## src/rtl/alu_seq_pkg.sv

```systemverilog
// rtl/alu_seq_pkg.sv - op, state and ALU control encodings shared by the sequencer
package alu_seq_pkg;

  typedef enum logic [2:0] {
    OP_ADD = 3'd0,
    OP_SUB = 3'd1,
    OP_AND = 3'd2,
    OP_OR  = 3'd3,
    OP_NOT = 3'd4,
    OP_INC = 3'd5,
    OP_DEC = 3'd6,
    OP_MUL = 3'd7
  } op_e;

  typedef enum logic [1:0] {
    ST_IDLE = 2'd0,
    ST_EXEC = 2'd1,
    ST_MUL  = 2'd2,
    ST_RESP = 2'd3
  } state_e;

  // Field order matches the external ALU control word: zl, il, zr, ir, opcode, invert_result.
  typedef struct packed {
    logic zl;
    logic il;
    logic zr;
    logic ir;
    logic opcode;
    logic ir_res;
  } alu_ctrl_t;

  localparam alu_ctrl_t CTRL_NONE = 6'b000000;
  localparam alu_ctrl_t CTRL_ADD  = 6'b000010;
  localparam alu_ctrl_t CTRL_SUB  = 6'b010011;
  localparam alu_ctrl_t CTRL_AND  = 6'b000000;
  localparam alu_ctrl_t CTRL_OR   = 6'b010101;
  localparam alu_ctrl_t CTRL_NOT  = 6'b001101;
  localparam alu_ctrl_t CTRL_INC  = 6'b011111;
  localparam alu_ctrl_t CTRL_DEC  = 6'b001110;

  function automatic logic is_mul(input logic [2:0] op);
    return op == OP_MUL;
  endfunction

endpackage

```

## src/rtl/alu_seq_decode.sv

```systemverilog
// rtl/alu_seq_decode.sv - combinational op to external-ALU control word decode
module alu_seq_decode
  import alu_seq_pkg::*;
(
  input  logic [2:0] op_i,
  output alu_ctrl_t  ctrl_o
);

  // MUL has no single-step encoding; the sequencer steers the ALU itself for it.
  always_comb begin
    ctrl_o = CTRL_NONE;
    case (op_e'(op_i))
      OP_ADD:  ctrl_o = CTRL_ADD;
      OP_SUB:  ctrl_o = CTRL_SUB;
      OP_AND:  ctrl_o = CTRL_AND;
      OP_OR:   ctrl_o = CTRL_OR;
      OP_NOT:  ctrl_o = CTRL_NOT;
      OP_INC:  ctrl_o = CTRL_INC;
      OP_DEC:  ctrl_o = CTRL_DEC;
      default: ctrl_o = CTRL_NONE;
    endcase
  end

endmodule

```

## src/rtl/alu_sequencer.sv

```systemverilog
// rtl/alu_sequencer.sv - request/response sequencer driving an external ALU
// ALU_SEQ_MUL_EN enables the WIDTH-cycle shift-add multiply; otherwise op 7 returns an error.
module alu_sequencer
  import alu_seq_pkg::*;
#(
  parameter int WIDTH = 16
) (
  input  logic             clk,
  input  logic             reset,
  input  logic             req_valid,
  output logic             req_ready,
  input  logic [2:0]       req_op,
  input  logic [WIDTH-1:0] req_a,
  input  logic [WIDTH-1:0] req_b,
  output logic             rsp_valid,
  input  logic             rsp_ready,
  output logic [WIDTH-1:0] rsp_result,
  output logic             rsp_zero,
  output logic             rsp_neg,
  output logic             rsp_err,
  output logic             alu_zero_lhs,
  output logic             alu_invert_lhs,
  output logic             alu_zero_rhs,
  output logic             alu_invert_rhs,
  output logic             alu_opcode,
  output logic             alu_invert_result,
  output logic [WIDTH-1:0] alu_lhs,
  output logic [WIDTH-1:0] alu_rhs,
  input  logic [WIDTH-1:0] alu_result
);

  state_e           state_q;
  op_e              op_q;
  logic [WIDTH-1:0] a_q;
  logic [WIDTH-1:0] b_q;
  logic [WIDTH-1:0] result_q;
  logic             zero_q;
  logic             neg_q;
  logic             err_q;

  logic [WIDTH-1:0] result_d;
  logic             zero_d;
  logic             neg_d;

  alu_ctrl_t dec_ctrl;
  alu_ctrl_t ctrl;

`ifdef ALU_SEQ_MUL_EN
  localparam int CW = (WIDTH > 1) ? $clog2(WIDTH) : 1;

  logic [WIDTH-1:0] acc_q;
  logic [WIDTH-1:0] mcand_q;
  logic [WIDTH-1:0] mplier_q;
  logic [CW-1:0]    cnt_q;
`endif

  alu_seq_decode u_decode (
    .op_i   (op_q),
    .ctrl_o (dec_ctrl)
  );

  assign result_d = alu_result;
  assign zero_d   = (alu_result == '0);
  assign neg_d    = alu_result[WIDTH-1];

  always_comb begin
    ctrl    = CTRL_NONE;
    alu_lhs = '0;
    alu_rhs = '0;
    case (state_q)
      ST_EXEC: begin
        ctrl    = dec_ctrl;
        alu_lhs = a_q;
        alu_rhs = b_q;
      end
`ifdef ALU_SEQ_MUL_EN
      // One shift-add step: add the shifted multiplicand only when the current multiplier bit is set.
      ST_MUL: begin
        ctrl    = CTRL_ADD;
        ctrl.zr = ~mplier_q[0];
        alu_lhs = acc_q;
        alu_rhs = mcand_q;
      end
`endif
      default: begin
        ctrl    = CTRL_NONE;
        alu_lhs = '0;
        alu_rhs = '0;
      end
    endcase
  end

  assign alu_zero_lhs      = ctrl.zl;
  assign alu_invert_lhs    = ctrl.il;
  assign alu_zero_rhs      = ctrl.zr;
  assign alu_invert_rhs    = ctrl.ir;
  assign alu_opcode        = ctrl.opcode;
  assign alu_invert_result = ctrl.ir_res;

  assign req_ready  = (state_q == ST_IDLE);
  assign rsp_valid  = (state_q == ST_RESP);
  assign rsp_result = result_q;
  assign rsp_zero   = zero_q;
  assign rsp_neg    = neg_q;
  assign rsp_err    = err_q;

  always_ff @(posedge clk) begin
    if (reset) begin
      state_q  <= ST_IDLE;
      op_q     <= OP_ADD;
      a_q      <= '0;
      b_q      <= '0;
      result_q <= '0;
      zero_q   <= 1'b0;
      neg_q    <= 1'b0;
      err_q    <= 1'b0;
`ifdef ALU_SEQ_MUL_EN
      acc_q    <= '0;
      mcand_q  <= '0;
      mplier_q <= '0;
      cnt_q    <= '0;
`endif
    end else begin
      case (state_q)
        ST_IDLE: begin
          if (req_valid) begin
            op_q <= op_e'(req_op);
            a_q  <= req_a;
            b_q  <= req_b;
            if (is_mul(req_op)) begin
`ifdef ALU_SEQ_MUL_EN
              acc_q    <= '0;
              mcand_q  <= req_a;
              mplier_q <= req_b;
              cnt_q    <= '0;
              state_q  <= ST_MUL;
`else
              result_q <= '0;
              zero_q   <= 1'b1;
              neg_q    <= 1'b0;
              err_q    <= 1'b1;
              state_q  <= ST_RESP;
`endif
            end else begin
              state_q <= ST_EXEC;
            end
          end
        end
        ST_EXEC: begin
          result_q <= result_d;
          zero_q   <= zero_d;
          neg_q    <= neg_d;
          err_q    <= 1'b0;
          state_q  <= ST_RESP;
        end
`ifdef ALU_SEQ_MUL_EN
        ST_MUL: begin
          acc_q    <= alu_result;
          mcand_q  <= mcand_q << 1;
          mplier_q <= mplier_q >> 1;
          cnt_q    <= cnt_q + CW'(1);
          // The final step's sum goes straight to the response so RESP starts the next cycle.
          if (cnt_q == CW'(WIDTH - 1)) begin
            result_q <= result_d;
            zero_q   <= zero_d;
            neg_q    <= neg_d;
            err_q    <= 1'b0;
            state_q  <= ST_RESP;
          end
        end
`endif
        ST_RESP: begin
          if (rsp_ready) begin
            state_q <= ST_IDLE;
          end
        end
        default: state_q <= ST_IDLE;
      endcase
    end
  end

endmodule

```

## config.mk

```make
export PLATFORM = sky130hd
export DESIGN_NAME = alu_sequencer
export DESIGN_NICKNAME = d
export VERILOG_FILES = /design/src/rtl/alu_seq_pkg.sv /design/src/rtl/alu_seq_decode.sv /design/src/rtl/alu_sequencer.sv
export SDC_FILE = /design/constraint.sdc
export NUM_CORES = 1
export LEC_CHECK = 0
export CAP_MARGIN = 20
export CORE_UTILIZATION = 42
export CTS_BUF_LIST = sky130_fd_sc_hd__clkbuf_4
export CTS_CLUSTER_DIAMETER = 40
export DETAILED_ROUTE_END_ITERATION = 16
export MAX_ROUTING_LAYER = met4
export PLACE_DENSITY = 0.88
export SYNTH_ARGS = -nofsm -noshare
export SYNTH_HDL_FRONTEND = slang
export SYNTH_SLANG_ARGS = --single-unit
```

## constraint.sdc

```tcl
create_clock -name clk -period 2 [get_ports clk]
set_clock_uncertainty 0.15 [all_clocks]
set_input_delay 0.4 -clock clk [delete_from_list [all_inputs] [get_ports clk]]
set_output_delay 0.4 -clock clk [all_outputs]
set_load 0.02 [all_outputs]
```

# Yosys cells after proc, flatten, opt, wreduce, memory -nomap -nowiden
# Cells that the tools add are included.
[totals] memories=0 elab_cells=44 rom_bits=0 latch_bits=0 in_bits=55 ff_bits=56 out_inout_bits=59 ramBits=0
[op_classes] n_mul=0 n_reduce_logical=7 n_bitwise=0 div=0 n_eq_ne=11 n_addsub=0 order_cmp=0 n_mux=18 n_shift=0
[ops] operator="$mux 16" n=4
[ops] operator="$pmux 16 s2" n=1
[ops] operator="$pmux 5 s6" n=1
[ops] operator="$logic_not 16->1" n=1
[ops] operator="$eq 3x3->1 const B" n=4
[ops] operator="$mux 2" n=3
[ops] operator="$mux 6" n=1
[ops] operator="$pmux 1 s2" n=3
[ops] operator="$pmux 2 s3" n=1
[ops] operator="$mux 1" n=4
[ops] operator="$ne 2x1->1 const B" n=2
[ops] operator="$reduce_and 2->1" n=2
[ops] operator="$eq 3x1->1 const B" n=1
[ops] operator="$eq 3x2->1 const B" n=1
[ops] operator="$logic_not 3->1" n=1
[ops] operator="$reduce_and 3->1" n=1
[ops] operator="$eq 2x1->1 const B" n=1
[ops] operator="$eq 2x2->1 const B" n=1
[ops] operator="$logic_not 2->1" n=1
[ops] operator="$ne 2x2->1 const B" n=1
[ops] operator="$reduce_bool 2->1" n=1

# Longest topological paths before layout
[logic_depth] depth_word=4 ltp_mapped=5 depth_no_buf=3

# Hierarchy
# From an unflattened synthesis, not the netlist that was laid out.
[hier_totals] hier_cells=270 hier_area_um2=2314.7
[by_module_without_submodules] mod="alu_sequencer" area_each_um2=2248.4 instances=1 cells_each=260 seq_area_each_um2=1101.1
[by_module_without_submodules] mod="alu_seq_decode" area_each_um2=66.3 instances=1 cells_each=10 seq_area_each_um2=0.0

# Worst setup path before layout
# No wires, ideal clock.
[synth_path] kind="register to output" startpoint="register state_q[0]" endpoint="output port alu_invert_result" stages_incl_launch_ff=5 t_arrival_ns=1.139 slack_ns=0.311 n_path_buf=2 t_required_ns=1.450 cell_sequence="dfxtp_1 nor2b_1 buf_4 buf_2 o211a_1"
[synth_via] elab_chain_len=2
[synth_rtl] item="from (decl)" line_no="alu_sequencer.sv:32" source="state_e state_q;"
[synth_rtl] item="from (signal assigned)" line_no="alu_sequencer.sv:109" source="state_q <= ST_IDLE;"
[synth_rtl] item="from (signal assigned)" line_no="alu_sequencer.sv:142" source="state_q <= ST_RESP;"
[synth_rtl] item="from (signal assigned)" line_no="alu_sequencer.sv:145" source="state_q <= ST_EXEC;"
[synth_rtl] item="$eq 2x1->1" line_no="alu_sequencer.sv:70" source="case (state_q)"
[synth_rtl] item="$mux 6" line_no="alu_sequencer.sv:70"
[synth_rtl] item="to (decl)" line_no="alu_sequencer.sv:26" source="output logic alu_invert_result,"
# No other way between the ends.

# Worst setup path in the final report
[layout_path] startpoint="register state_q[0]" endpoint="output port alu_rhs[10]"
[layout_via] elab_chain_len=2
[layout_rtl] item="$eq 2x1->1" line_no="alu_sequencer.sv:70"
[layout_rtl] item="$mux 16" line_no="alu_sequencer.sv:70"
[layout_rtl] item="to (decl)" line_no="alu_sequencer.sv:28" source="output logic [WIDTH-1:0] alu_rhs,"
# No other way between the ends.

==> impl_metrics.tcl <==
set metrics [dict create \
    row_count 27 \
    min_tclk_post_route_ns 1.96 \
    gr_usage_total_pct 22.1 \
    synthesis.instances 298 \
    grt_pass1_vias 2241 \
    cts.sinks 55 \
    io_pins 114 \
    antenna-diode-count 0 \
    cp_data_arrival_time_ns 1.41 \
    edff_count_synth 0 \
    place.detailed.hpwl_um 4580 \
    ys.warnings.count 0 \
    cellLeakagePower_nw 1.48 \
    ir_drop_v 0.000405 \
    cts_made_buffers 5 \
    detailroute.via_count 2430 \
    dr.first_iter.drc_count 101 \
    outcome "complete, no violations" \
    setup_repair_after_global_routing_missed_its_margin "yes" \
    p_comb_share_pct 24.0 \
    cts_max_path_bufs 2 \
    finish.cell_count_without_fillers 481 \
    floorplan.core_area_um2 5540 \
    routed_wl_um 6510 \
    post_route_worst_hold_slack_ns 0.307 \
    hold_path_class "primary input to register" \
    sequential_share_of_the_synthesized_area_pct 45.5 \
    leftover_overflow_at_the_end_of_global_routing 0 \
    fin_nets 463 \
    area_growth_syn_to_layout_pct 52.2 \
    dieArea_um2 6060 \
    post-place-cells 471 \
    max-cap-violations 0 \
    min_period_over_period_pct 97.8 \
    firstDrtPassIters 4 \
    clock.fmax_mhz 511 \
    drive_above_1_share_pct 20.0 \
    clk_pin_slew_worst_paths_ns 0.16 \
    p_sw_share_pct 27.3 \
    critical_path.max_fanout 7 \
    h-tree-depth 2 \
    gp_congestion 0.755 \
    layout.core_utilization_pct 66.4 \
    grt_start_max_net_pins 35 \
    internal_power_mw 1.87 \
    netSwitchingPower_mw 0.704 \
    post-route-worst-setup-slack_ns 0.0441 \
    most_frequent_cell_after_synthesis "sky130_fd_sc_hd__nand2_1" \
    clock_power_share_pct 28.7 \
    antenna_violations_before_repair 0 \
    dieHeight_um 77.9 \
    vias_per_cell 5.05 \
    report.final.slew_viol_count 0 \
    share_of_power_burned_in_registers_pct 47.3 \
    critical_path_startpoint_category "register" \
    power_density_nw_per_um2 700 \
    final-setup-viol-count 0 \
    pre_cts_ws_ns -0.0527 \
    synth_largest_type_area_fraction_pct 45.5 \
    root_cell_of_the_clock_tree "sky130_fd_sc_hd__clkbuf_4" \
    die_width_um 77.9 \
    postSynth.topFlopCell "sky130_fd_sc_hd__dfxtp_1" \
    ys_seq_elements 55 \
    yosysUniqueCellTypes 28 \
    postSynth.asyncResetShare_pct 0 \
    wire_length_per_cell_after_detailed_routing_um 13.5 \
    io_buffers 112 \
    mappedNetlistArea_um2 2420 \
    timing.setup.critical_path_class "register to output port" \
    synth.top_cells.by_count "sky130_fd_sc_hd__nand2_1 (88), sky130_fd_sc_hd__dfxtp_1 (55), sky130_fd_sc_hd__a21oi_1 (52), sky130_fd_sc_hd__and2_1 (33), sky130_fd_sc_hd__o211ai_1 (16)" \
    syn-mean-instance-area_um2 8.11 \
    synthesis.nets 353 \
    cts_tree "done" \
    worstPathRequired_ns 1.45 \
    initial_utilization_pct 43.6 \
    synthDominantAreaCellType "sky130_fd_sc_hd__dfxtp_1" \
    synth_top_cells_by_area "sky130_fd_sc_hd__dfxtp_1 (46%), sky130_fd_sc_hd__nand2_1 (14%), sky130_fd_sc_hd__a21oi_1 (11%)" \
    clkLatencyLatePin_ns 0.38 \
    remaining_drc_errors 0 \
    grt_first_pass_wirelength_um 10400 \
    end_kind "output port" \
    ant_nets 0 \
    hold_viol 0 \
]
==> logic make-up (layout without fill, tap and decap cells) <==
logic type / Yosys count / in the layout / share of synthesized area (%)
compound gates: 73 / 73 / 17.9
xor+xnor: 2 / 2 / 0.725
buf+inv: 27 / 138 / 7.66
flops: 55 / 55 / 45.5
other cells: 1 / 1 / 0.155
simple gates: 140 / 140 / 28.1
==> flip-flops by register name, indices dropped and copies added, names as in the netlist <==
register,cells
op_q,3
rsp_result,15
rsp_neg,1
state_q,2
b_q,16
rsp_err,1
rsp_zero,1
a_q,16
==> layer usage <==
metal	routed length, µm	vias to the layer above	part of all wire (%)	GRT usage [%]
met3	400	2	6.1	5.06
li1	-	1205	-	-
met1	2740	1139	42	25.2
met5	0	-	0	-
met4	21	0	0.32	3.96
met2	3350	84	51	39.7
==> repair_timing <==
action / 4_1_cts / 5_1_grt
hold buffers: 0 / 0
cloned: 1 / 0
setup buffers: 1 / 0
endpoints found under the setup margin: 39 / 17
resized for setup: 157 / 51
pin swaps: 0 / 9
==> power by group through the flow <==
stage	registers [mW]	clock network (mW)	logic [mW]
after floorplan	1.27	0	0.303
after global placement	1.24	0	0.597
after detailed placement	1.24	0	0.608
after CTS	1.22	0.747	0.596
after global routing	1.23	0.796	0.671
final	1.22	0.738	0.619
==> layout make-up <==
class | count | area [µm²]
Tap cell | 72 | 90.1
Clock buffer | 5 | 37.5
Timing Repair Buffer | 128 | 1200
Multi-Input combinational cell | 216 | 1170
Inverter | 2 | 7.51
Fill cell | 471 | 1860
Clock inverter | 3 | 67.6
Sequential cell | 55 | 1100
==> cells in the final DEF, fill, tap and decap left out, types with 3 or more instances in the layout <==
cell,count
sky130_fd_sc_hd__nor4_1,4
sky130_fd_sc_hd__a21oi_1,52
sky130_fd_sc_hd__nor2_1,4
sky130_fd_sc_hd__and2_4,13
sky130_fd_sc_hd__buf_2,14
sky130_fd_sc_hd__buf_4,20
sky130_fd_sc_hd__nand2_1,88
sky130_fd_sc_hd__clkbuf_4,5
sky130_fd_sc_hd__and2_1,20
sky130_fd_sc_hd__nand2b_1,3
sky130_fd_sc_hd__clkdlybuf4s50_1,72
sky130_fd_sc_hd__o211ai_1,16
sky130_fd_sc_hd__buf_6,18
sky130_fd_sc_hd__dfxtp_1,53
==> final timing paths <==
kind | startpoint | endpoint | slack [ns] | cells after the start
setup / recovery | state_q[0] | alu_rhs[10] | 0.04 | 5
hold / removal | reset | b_q[3] | 0.31 | 2
hold reg to reg | b_q[3] | b_q[3] | 0.31 | 2
setup reg to reg | state_q[1] | b_q[14] | 0.29 | 6
==> stage by stage <==
stage | setup TNS, ns | total power [mW] | cell area, µm²
floorplan | 0 | 1.57 | 2420
global placement | -0.0114 | 1.83 | 3580
detailed placement | -0.821 | 1.85 | 3580
CTS | -0.0586 | 2.56 | 3540
global route | -0.325 | 2.69 | 3680
finish | 0 | 2.58 | 3680
==> critical path: stages, from the launching register on <==
cell and delay [ns]:
sky130_fd_sc_hd__dfxtp_2 0.36, sky130_fd_sc_hd__nor2b_4 0.17, sky130_fd_sc_hd__buf_6 0.12, sky130_fd_sc_hd__buf_6 0.12
sky130_fd_sc_hd__and2_4 0.15, sky130_fd_sc_hd__buf_6 0.11
No activity file was read; power rests on OpenSTA's default activity.
